## src/rtl/traffic_conflict_monitor_if.sv

```systemverilog
// Signal-head bus between the signal controller side and the conflict monitor.
interface traffic_conflict_monitor_if;
    logic [1:0] hwy;
    logic [1:0] cntry;
    logic       fault_ack;
    logic       fault;
    logic [2:0] fault_code;
    logic       flash;

    modport master (
        output hwy, cntry, fault_ack,
        input  fault, fault_code, flash
    );

    modport slave (
        input  hwy, cntry, fault_ack,
        output fault, fault_code, flash
    );
endinterface

```

## src/rtl/traffic_conflict_monitor.sv

```systemverilog
// Independent safety monitor for the highway/country signal heads: detects the first
// unsafe condition, latches its code and requests flash-red until a safe acknowledge.
module traffic_conflict_monitor #(
    parameter int unsigned MIN_YELLOW      = 3,
    parameter int unsigned MIN_ALLRED      = 2,
    parameter int unsigned CNTRY_MAX_GREEN = 32,
    parameter int unsigned FLASH_HALF      = 4,
    parameter int unsigned CW              = 8
) (
    input  logic                        clock,
    input  logic                        clear,
    traffic_conflict_monitor_if.slave   bus
);

    localparam logic [1:0] RED = 2'd0;
    localparam logic [1:0] YEL = 2'd1;
    localparam logic [1:0] GRN = 2'd2;
    localparam logic [1:0] BAD = 2'd3;

    localparam logic [CW-1:0] MIN_Y     = CW'(MIN_YELLOW);
    localparam logic [CW-1:0] MIN_AR    = CW'(MIN_ALLRED);
    localparam logic [CW-1:0] MAX_G     = CW'(CNTRY_MAX_GREEN);
    localparam logic [CW-1:0] FLASH_TOP = CW'(FLASH_HALF - 1);

    typedef enum logic [1:0] {
        ST_ARM   = 2'd0,
        ST_RUN   = 2'd1,
        ST_FAULT = 2'd2
    } state_t;

    state_t        state;
    logic [1:0]    prev_hwy;
    logic [1:0]    prev_cntry;
    logic [CW-1:0] yel_hwy;
    logic [CW-1:0] yel_cntry;
    logic [CW-1:0] allred_cnt;
    logic [CW-1:0] green_cnt;
    logic [CW-1:0] flash_cnt;
    logic          fault_q;
    logic [2:0]    fault_code_q;
    logic          flash_q;

    logic          chk_conflict, chk_encoding, chk_sequence;
    logic          chk_short_yel, chk_short_ar, chk_overstay;
    logic [2:0]    viol_code;
    logic          both_red;
    logic [CW-1:0] base_yh, base_yc, base_ar, base_g;
    logic [CW-1:0] yel_hwy_nx, yel_cntry_nx, allred_nx, green_nx;

    function automatic logic bad_seq(input logic [1:0] p, input logic [1:0] c);
        return (p == GRN && c == RED) || (p == RED && c == YEL) || (p == YEL && c == GRN);
    endfunction

    function automatic logic [CW-1:0] sat_inc(input logic [CW-1:0] cnt,
                                              input logic [CW-1:0] limit,
                                              input logic          hit);
        if (!hit)
            return '0;
        return (cnt >= limit) ? limit : cnt + CW'(1);
    endfunction

    // Violation detection against the previous sample and run-length history
    always_comb begin
        chk_conflict  = (bus.hwy != RED) && (bus.cntry != RED);
        chk_encoding  = (bus.hwy == BAD) || (bus.cntry == BAD);
        chk_sequence  = bad_seq(prev_hwy, bus.hwy) || bad_seq(prev_cntry, bus.cntry);
        chk_short_yel = (prev_hwy == YEL && bus.hwy == RED && yel_hwy < MIN_Y) ||
                        (prev_cntry == YEL && bus.cntry == RED && yel_cntry < MIN_Y);
        chk_short_ar  = ((prev_hwy == RED && bus.hwy == GRN) ||
                         (prev_cntry == RED && bus.cntry == GRN)) && (allred_cnt < MIN_AR);
        chk_overstay  = (bus.cntry == GRN) && (green_cnt >= MAX_G);

        viol_code = 3'd0;
        if (state == ST_ARM) begin
            if      (chk_conflict) viol_code = 3'd1;
            else if (chk_encoding) viol_code = 3'd2;
        end else if (state == ST_RUN) begin
            if      (chk_conflict)  viol_code = 3'd1;
            else if (chk_encoding)  viol_code = 3'd2;
            else if (chk_sequence)  viol_code = 3'd3;
            else if (chk_short_yel) viol_code = 3'd4;
            else if (chk_short_ar)  viol_code = 3'd5;
            else if (chk_overstay)  viol_code = 3'd6;
        end
    end

    // History update; ARM seeds the counters from the current sample alone
    always_comb begin
        both_red     = (bus.hwy == RED) && (bus.cntry == RED);
        base_yh      = (state == ST_ARM) ? '0 : yel_hwy;
        base_yc      = (state == ST_ARM) ? '0 : yel_cntry;
        base_ar      = (state == ST_ARM) ? '0 : allred_cnt;
        base_g       = (state == ST_ARM) ? '0 : green_cnt;
        yel_hwy_nx   = sat_inc(base_yh, MIN_Y, bus.hwy == YEL);
        yel_cntry_nx = sat_inc(base_yc, MIN_Y, bus.cntry == YEL);
        allred_nx    = sat_inc(base_ar, MIN_AR, both_red);
        green_nx     = sat_inc(base_g, MAX_G, bus.cntry == GRN);
    end

    always_ff @(posedge clock) begin
        if (clear) begin
            state        <= ST_ARM;
            prev_hwy     <= RED;
            prev_cntry   <= RED;
            yel_hwy      <= '0;
            yel_cntry    <= '0;
            allred_cnt   <= '0;
            green_cnt    <= '0;
            flash_cnt    <= '0;
            fault_q      <= 1'b0;
            fault_code_q <= 3'd0;
            flash_q      <= 1'b0;
        end else begin
            prev_hwy   <= bus.hwy;
            prev_cntry <= bus.cntry;
            yel_hwy    <= yel_hwy_nx;
            yel_cntry  <= yel_cntry_nx;
            allred_cnt <= allred_nx;
            green_cnt  <= green_nx;

            case (state)
                ST_ARM, ST_RUN: begin
                    if (viol_code != 3'd0) begin
                        state        <= ST_FAULT;
                        fault_q      <= 1'b1;
                        fault_code_q <= viol_code;
                        flash_q      <= 1'b1;
                        flash_cnt    <= '0;
                    end else begin
                        state <= ST_RUN;
                    end
                end
                ST_FAULT: begin
                    if (bus.fault_ack && both_red) begin
                        state        <= ST_ARM;
                        fault_q      <= 1'b0;
                        fault_code_q <= 3'd0;
                        flash_q      <= 1'b0;
                        flash_cnt    <= '0;
                    end else if (flash_cnt >= FLASH_TOP) begin
                        flash_q   <= ~flash_q;
                        flash_cnt <= '0;
                    end else begin
                        flash_cnt <= flash_cnt + CW'(1);
                    end
                end
                default: begin
                    state <= ST_ARM;
                end
            endcase
        end
    end

    assign bus.fault      = fault_q;
    assign bus.fault_code = fault_code_q;
    assign bus.flash      = flash_q;

endmodule
```

## src/flat_wrapper.sv

```systemverilog
// flat-port wrapper written by rule: the top's interface ports become plain ports
module traffic_conflict_monitor_flat 
#(
    parameter int unsigned MIN_YELLOW      = 3,
    parameter int unsigned MIN_ALLRED      = 2,
    parameter int unsigned CNTRY_MAX_GREEN = 32,
    parameter int unsigned FLASH_HALF      = 4,
    parameter int unsigned CW              = 8
)
  (clock, clear, bus_hwy, bus_cntry, bus_fault_ack, bus_fault, bus_fault_code, bus_flash);
  traffic_conflict_monitor_if bus_i ();
  input  logic clock;
  input  logic clear;
  input wire logic [$bits(bus_i.hwy)-1:0] bus_hwy;
  input wire logic [$bits(bus_i.cntry)-1:0] bus_cntry;
  input wire logic [$bits(bus_i.fault_ack)-1:0] bus_fault_ack;
  output wire logic [$bits(bus_i.fault)-1:0] bus_fault;
  output wire logic [$bits(bus_i.fault_code)-1:0] bus_fault_code;
  output wire logic [$bits(bus_i.flash)-1:0] bus_flash;
  assign bus_i.hwy = bus_hwy;
  assign bus_i.cntry = bus_cntry;
  assign bus_i.fault_ack = bus_fault_ack;
  assign bus_fault = bus_i.fault;
  assign bus_fault_code = bus_i.fault_code;
  assign bus_flash = bus_i.flash;
  traffic_conflict_monitor #(.MIN_YELLOW(MIN_YELLOW), .MIN_ALLRED(MIN_ALLRED), .CNTRY_MAX_GREEN(CNTRY_MAX_GREEN), .FLASH_HALF(FLASH_HALF), .CW(CW)) u_core (.clock(clock), .clear(clear), .bus(bus_i));
endmodule
```

## config.mk

```make
export PLATFORM = sky130hd
export DESIGN_NAME = traffic_conflict_monitor_flat
export DESIGN_NICKNAME = d
export VERILOG_FILES = /design/src/rtl/traffic_conflict_monitor_if.sv /design/src/rtl/traffic_conflict_monitor.sv /design/src/flat_wrapper.sv
export SDC_FILE = /design/constraint.sdc
export NUM_CORES = 1
export LEC_CHECK = 0
export CORE_UTILIZATION = 60
export CTS_CLUSTER_DIAMETER = 100
export CTS_CLUSTER_SIZE = 10
export DETAILED_ROUTE_END_ITERATION = 8
export PLACE_DENSITY_LB_ADDON = 0.12
export SLEW_MARGIN = 20
export SYNTH_ARGS = -nofsm -noshare
export SYNTH_HDL_FRONTEND = slang
export SYNTH_SLANG_ARGS = --single-unit
```

## constraint.sdc

```tcl
create_clock -name clock -period 5.8 [get_ports clock]
set_clock_uncertainty 0.1 [all_clocks]
set_input_delay 1.74 -clock clock [delete_from_list [all_inputs] [get_ports clock]]
set_output_delay 1.74 -clock clock [all_outputs]
set_load 0.01 [all_outputs]
```

==> results of run 1 <==
[critical path: cells and delay by family]
kind | cells | cell delay (ps)
buf+inv | 1 | 560
simple gates | 6 | 1660
compound gates | 1 | 120
[final cells by class]
type | count | share of cell area
clock inverters | 1 | 0.00216
repair buffers | 11 | 0.0476
multi-input cells | 169 | 0.453
flip-flops and latches | 51 | 0.442
clock buffers | 7 | 0.0195
well taps | 46 | 0.0249
inverters | 7 | 0.0114
[stage by stage]
stage | total power [W] | util | instance area [sq um] | cells
finish | 0.000622 | 0.693 | 2310 | 292
global route | 0.000658 | 0.693 | 2310 | 292
CTS | 0.000628 | 0.693 | 2310 | 292
detailed placement | 0.000481 | 0.678 | 2260 | 284
global placement | 0.000478 | 0.678 | 2260 | 284
floorplan | 0.000456 | - | 2150 | 233
[synthesized netlist by cell type (3+ instances only)]
cell type | number | share of area
a21o_1 | 3 | 0.011
a21oi_1 | 16 | 0.039
and2_1 | 6 | 0.018
and3_1 | 4 | 0.012
buf_6 | 4 | 0.022
dfxtp_1 | 51 | 0.49
ha_1 | 7 | 0.042
inv_1 | 7 | 0.013
nand2_1 | 17 | 0.031
nand2b_1 | 6 | 0.018
nand3_1 | 5 | 0.012
nand4_1 | 4 | 0.012
nor2_1 | 21 | 0.038
nor2b_1 | 5 | 0.015
nor3_1 | 7 | 0.017
nor4_1 | 4 | 0.012
nor4b_2 | 3 | 0.022
o31ai_1 | 3 | 0.011
or3_1 | 3 | 0.0090
xnor2_1 | 3 | 0.013
xor2_1 | 4 | 0.017
[how the worst max path moves through the flow]
| stage | slack [ps] | to | cells after the start |
|---|---|---|---|
| after floorplan | 2220 | u_core.flash_cnt[7]$_SDFFE_PP0P_ | 8 |
| after global placement | 1580 | u_core.flash_cnt[7]$_SDFFE_PP0P_ | 8 |
| after detailed placement | 1520 | u_core.flash_cnt[7]$_SDFFE_PP0P_ | 8 |
| after CTS | 1910 | u_core.bus.fault_code[0]$_SDFFE_PP0P_ | 8 |
| after global routing | 1700 | u_core.bus.fault_code[0]$_SDFFE_PP0P_ | 8 |
| final | 1900 | u_core.bus.fault_code[0]$_SDFFE_PP0P_ | 8 |
[cell families after synthesis]
logic type      after synthesis  synth area share
simple gates                101             0.286
flops                        51             0.491
compound gates               34             0.107
buf+inv                      13            0.0379
fa+ha+maj                     7            0.0421
xor+xnor                      7            0.0295
other cells                   1           0.00180
mux                           1           0.00481
[power by group through the flow]
stage	combinational (W)	clock, W	sequential (W)
final	0.0000925	0.000149	0.000380
after detailed placement	0.0000924	0	0.000389
after global placement	0.0000902	0	0.000388
after CTS	0.0000925	0.000155	0.000381
after floorplan	0.0000682	0	0.000388
after global routing	0.000104	0.000171	0.000383
[registers in the layout (all words and copies together), names as in the netlist]
signal / count
u_core.bus.fault_code: 3
u_core.state: 2
u_core.green_cnt: 8
u_core.yel_hwy: 8
u_core.allred_cnt: 8
u_core.bus.fault: 1
u_core.bus.flash: 1
u_core.prev_hwy: 2
u_core.yel_cntry: 8
u_core.prev_cntry: 2
u_core.flash_cnt: 8
[routing by layer]
layer  vias to the layer above  part of all wire  GRT usage
met1                       684              0.47      0.250
li1                        788                 -          -
met5                         -                 0          0
met4                         0             0.017      0.107
met2                        26              0.48      0.349
met3                         7             0.025     0.0789
==> results_dict.tcl, run 1 <==
set metrics [dict create \
    cts-resized-gates 0 \
    period_minus_slack_ps 3900 \
    nNetsFinal 259 \
    first_iter_violations 106 \
    cts_hold_buf 0 \
    ff2ff_path_depth 7 \
    crit_path_cell_trace "clkdlybuf4s50_1 > nor4b_1 > nand4_1 > and4bb_1 > nor3_1 > and3_1 > and3b_1 > o2bb2ai_1" \
    ant_nets 0 \
    fp.dieH_microns 60.9 \
    status "finished clean" \
    die_w_microns 60.9 \
    cpMaxStageDelayCell "clkdlybuf4s50_1" \
    rsz0062_at_grt "false" \
    grt_pass1_wl_microns 5620 \
    hold_viol 0 \
    clock-root-buffer "clkbuf_4" \
    async_reset_ff_frac 0 \
    seq_area_frac_synth 0.491 \
    regArea_sq_um 1020 \
    post_cts.repair.setup_buffers 0 \
    syn_to_final_growth_pct 11.2 \
    gp_congestion 0.832 \
    fmax_mhz 257 \
    tightest_slew_ps 544 \
    slew_headroom 0.636 \
    rows 21 \
    layout_commonest_cell "dfxtp_1" \
    holdPathEnd "u_core.bus.fault_code[1]$_SDFFE_PP0P_" \
    fill_cells 271 \
    grt_max_degree 16 \
    cts_max_path_buffers 2 \
    drive_gt1_frac 0.0610 \
    p_int_w 0.000457 \
    grt_overflow_total 0 \
    wl_per_cell_microns 11.8 \
    crit_path_start_kind "input pin" \
    switching_share 0.265 \
    crit_path_end_kind "register" \
    core_area_sq_um 3340 \
    worstSetupPathType "input pin to register" \
    place_ws_ps 1520 \
    clk_latency_ps 370 \
    fin_crit_sh 0.672 \
    startpoint "bus_hwy[0]" \
    via_count 1505 \
    synth_edf_count 0 \
    arrival_ps 4080 \
    crit_path_max_fanout 8 \
    p_seq_frac 0.611 \
    synth_cell_types 48 \
    numClockSinks 51 \
    portBuffers 11 \
    cp.required_ps 5980 \
    yosys_warnings 0 \
    diodes 0 \
    vias_per_cell 5.15 \
    combPwrFrac 0.149 \
    hpwl_microns 2570 \
    r2r_end "u_core.bus.fault_code[0]$_SDFFE_PP0P_" \
    reg2reg_from "u_core.yel_hwy[5]$_SDFF_PP0_" \
    holdCritStartpoint "u_core.bus.fault_code[1]$_SDFFE_PP0P_" \
    regToRegSetupSlack_ps 3380 \
    synth_area_sq_um 2080 \
    h-tree-depth 2 \
    finalMaxSlewViolations 0 \
    ios 12 \
    multi_input_area_sq_um 1050 \
    fp.dieArea_sq_um 3710 \
    mostFrequentLayoutCells "dfxtp_1 (51), nor2_1 (21), conb_1 (19), nand2_1 (17), a21oi_1 (16)" \
    p_sw_w 0.000165 \
    cpPeakStageDelay_ps 560 \
    drv_cap 0 \
    hold_depth 1 \
    ys_seq_elements 51 \
    cts_inserted_buffers 5 \
    syn_avg_cell_area_sq_um 9.67 \
    power.leakage_nw 0.953 \
    ir_drop_mv 0.175 \
    hp-class "register to register" \
    clk_pin_slew_ps 120 \
    antenna_found_initial 0 \
    fin_setup_tns_ps 0 \
    finalSetupViolations 0 \
    power_frac_clock 0.240 \
    synthFlopType "dfxtp_1" \
    power_density_nw_per_um2 269 \
    cts_tree "done" \
    synth_cells 215 \
    whs_ps 371 \
    track_usage 0.215 \
    fin_ws_ps 1900 \
    start_util 0.623 \
    dr.pass1.iters 4 \
    wl_microns 3450 \
    route.detailed.drc 0 \
    grt_pass1_vias 1332 \
]
Power figures use the tool's default switching activity.
==> run 2: changes to the inputs <==
--- a/config.mk
+++ b/config.mk
@@ -5,7 +5,7 @@
 export SDC_FILE = /design/constraint.sdc
 export NUM_CORES = 1
 export LEC_CHECK = 0
-export CORE_UTILIZATION = 60
+export CORE_UTILIZATION = 58
 export CTS_CLUSTER_DIAMETER = 100
 export CTS_CLUSTER_SIZE = 10
 export DETAILED_ROUTE_END_ITERATION = 8
==> constraint.sdc (replaced) <==
create_clock -name clock -period 3.7 [get_ports clock]
set_clock_uncertainty 0.1 [all_clocks]
set_input_delay 1.11 -clock clock [delete_from_list [all_inputs] [get_ports clock]]
set_output_delay 1.11 -clock clock [all_outputs]
set_load 0.01 [all_outputs]
==> run 2 against run 1 <==
Sequential cell count did not move; non-clock buffer count rose by 2; worst setup slack lost 1500 ps; combinational power rose by 58%; via count rose by 1.2%; critical path depth unchanged; clock power is 65% higher; critical path type unchanged; largest cell class unchanged; largest power group unchanged.
==> results_dict.tcl, run 2 (synthesis gave the netlist of run 1 again) <==
set metrics [dict create \
    antenna_found_initial 0 \
    fp.dieH_microns 61.9 \
    finalMaxSlewViolations 0 \
    post_cts.repair.setup_buffers 0 \
    power.leakage_nw 0.967 \
    cts_tree "done" \
    whs_ps 362 \
    crit_path_end_kind "register" \
    combPwrFrac 0.148 \
    h-tree-depth 2 \
    power_density_nw_per_um2 423 \
    cts-resized-gates 0 \
    layout_commonest_cell "dfxtp_1" \
    start_util 0.614 \
    slew_headroom 0.666 \
    cts_hold_buf 0 \
    period_minus_slack_ps 3320 \
    cp.required_ps 3900 \
    hold_depth 2 \
    fmax_mhz 301 \
    arrival_ps 3520 \
    drv_cap 0 \
    cp_common_cell "and4_4" \
    place_ws_ps 41.0 \
    grt_pass1_wl_microns 5380 \
    cts_max_path_buffers 2 \
    reg2reg_from "u_core.yel_cntry[2]$_SDFF_PP0_" \
    critPathBufInv 1 \
    rows 21 \
    cpMaxStageDelayCell "clkdlybuf4s50_1" \
    first_iter_violations 104 \
    fin_crit_sh 0.897 \
    ff2ff_path_depth 7 \
    crit_family "simple AND/OR/NAND/NOR gates" \
    clk_latency_ps 360 \
    fin_ws_ps 380 \
    crit_path_cell_trace "clkdlybuf4s50_1 > nor4b_2 > o211ai_1 > and4_4 > a21o_1 > and4_4 > or4_1 > a21oi_1" \
    fin_setup_tns_ps 0 \
    nNetsFinal 261 \
    cts_inserted_buffers 5 \
    worstSetupPathType "input pin to register" \
    holdCritStartpoint "u_core.bus.fault$_SDFFE_PP0P_" \
    hold_viol 0 \
    diodes 0 \
    wl_per_cell_microns 11.5 \
    finalSetupViolations 0 \
    holdPathEnd "u_core.bus.fault$_SDFFE_PP0P_" \
    power_frac_clock 0.249 \
    core_area_sq_um 3390 \
    ant_nets 0 \
    numClockSinks 51 \
    grt_pass1_vias 1286 \
    portBuffers 11 \
    gr-max-usage-layer "met2" \
    gp_congestion 0.770 \
    switching_share 0.259 \
    syn_to_final_growth_pct 12.2 \
    grt_max_degree 16 \
    regToRegSetupSlack_ps 1310 \
    die_w_microns 61.9 \
    fp.dieArea_sq_um 3830 \
    clock-root-buffer "clkbuf_4" \
    ios 12 \
    ir_drop_mv 0.325 \
    grt_use_met2 0.321 \
    hp-class "register to register" \
    rsz0062_at_grt "false" \
    mostFrequentLayoutCells "dfxtp_1 (51), nor2_1 (21), conb_1 (19), nand2_1 (17), a21oi_1 (16)" \
    crit_path_max_fanout 11 \
    met3_usage 0.0600 \
    dp_cells 286 \
    crit_path_start_kind "input pin" \
    via_count 1523 \
    p_seq_frac 0.604 \
    r2r_end "u_core.flash_cnt[7]$_SDFFE_PP0P_" \
    track_usage 0.200 \
    wl_microns 3370 \
    p_int_w 0.000732 \
    cpPeakStageDelay_ps 580 \
    drive_gt1_frac 0.0729 \
    vias_per_cell 5.20 \
    status "finished clean" \
    p_sw_w 0.000256 \
    stdcell_count 293 \
    hpwl_microns 2490 \
    grt_overflow_total 0 \
    met1_usage 0.234 \
    tightest_slew_ps 500 \
    clk_pin_slew_ps 130 \
    route.detailed.drc 0 \
    dr.pass1.iters 4 \
    total_power_w 0.000988 \
]
[run 2: worst max-delay path by stage]
stage / from / end / slack, ps / depth (start not counted)
final: bus_cntry[0] / u_core.flash_cnt[7]$_SDFFE_PP0P_ / 380 / 8
after global routing: bus_cntry[0] / u_core.flash_cnt[7]$_SDFFE_PP0P_ / 250 / 8
after CTS: bus_cntry[0] / u_core.flash_cnt[7]$_SDFFE_PP0P_ / 390 / 8
after detailed placement: bus_cntry[0] / u_core.flash_cnt[7]$_SDFFE_PP0P_ / 40 / 8
after global placement: bus_cntry[0] / u_core.flash_cnt[7]$_SDFFE_PP0P_ / 110 / 8
after floorplan: bus_cntry[0] / u_core.flash_cnt[7]$_SDFFE_PP0P_ / 750 / 8
[run 2: area by class of cell]
class,instances,area (sq um)
Clock buffer,6,51.3
Tap cell,46,57.6
Clock inverter,1,5.00
Fill cell,268,1060
Multi-Input combinational cell,169,1050
Sequential cell,51,1020
Timing Repair Buffer,13,125
Inverter,7,26.3
[run 2: power groups by stage]
stage	Sequential [W]	Clock [W]	Combinational, W
final	0.000597	0.000246	0.000146
after global routing	0.000602	0.000276	0.000163
after CTS	0.000597	0.000255	0.000146
after detailed placement	0.000609	0	0.000145
after global placement	0.000608	0	0.000143
after floorplan	0.000609	0	0.000107
[run 2: routing by layer]
| metal | wire (microns) | vias up | share of wire |
|---|---|---|---|
| li1 | - | 795 | - |
| met1 | 1670 | 692 | 0.50 |
| met2 | 1480 | 22 | 0.44 |
| met3 | 101 | 14 | 0.030 |
| met4 | 125 | 0 | 0.037 |
| met5 | 0 | - | 0 |
[run 2: tightest hold or removal path: cells and delay by family (launching register included)]
kind / cells / cell delay [ps]
AO/OA/AOI/OAI: 1 / 50
flip-flops: 1 / 330
AND/OR/NAND/NOR: 1 / 50
[run 2: stage by stage]
| stage | utilization | cell area (sq um) |
|---|---|---|
| after global routing | 0.688 | 2330 |
| after floorplan | - | 2150 |
| after detailed placement | 0.672 | 2280 |
| after CTS | 0.688 | 2330 |
| after global placement | 0.672 | 2280 |
| final | 0.688 | 2330 |
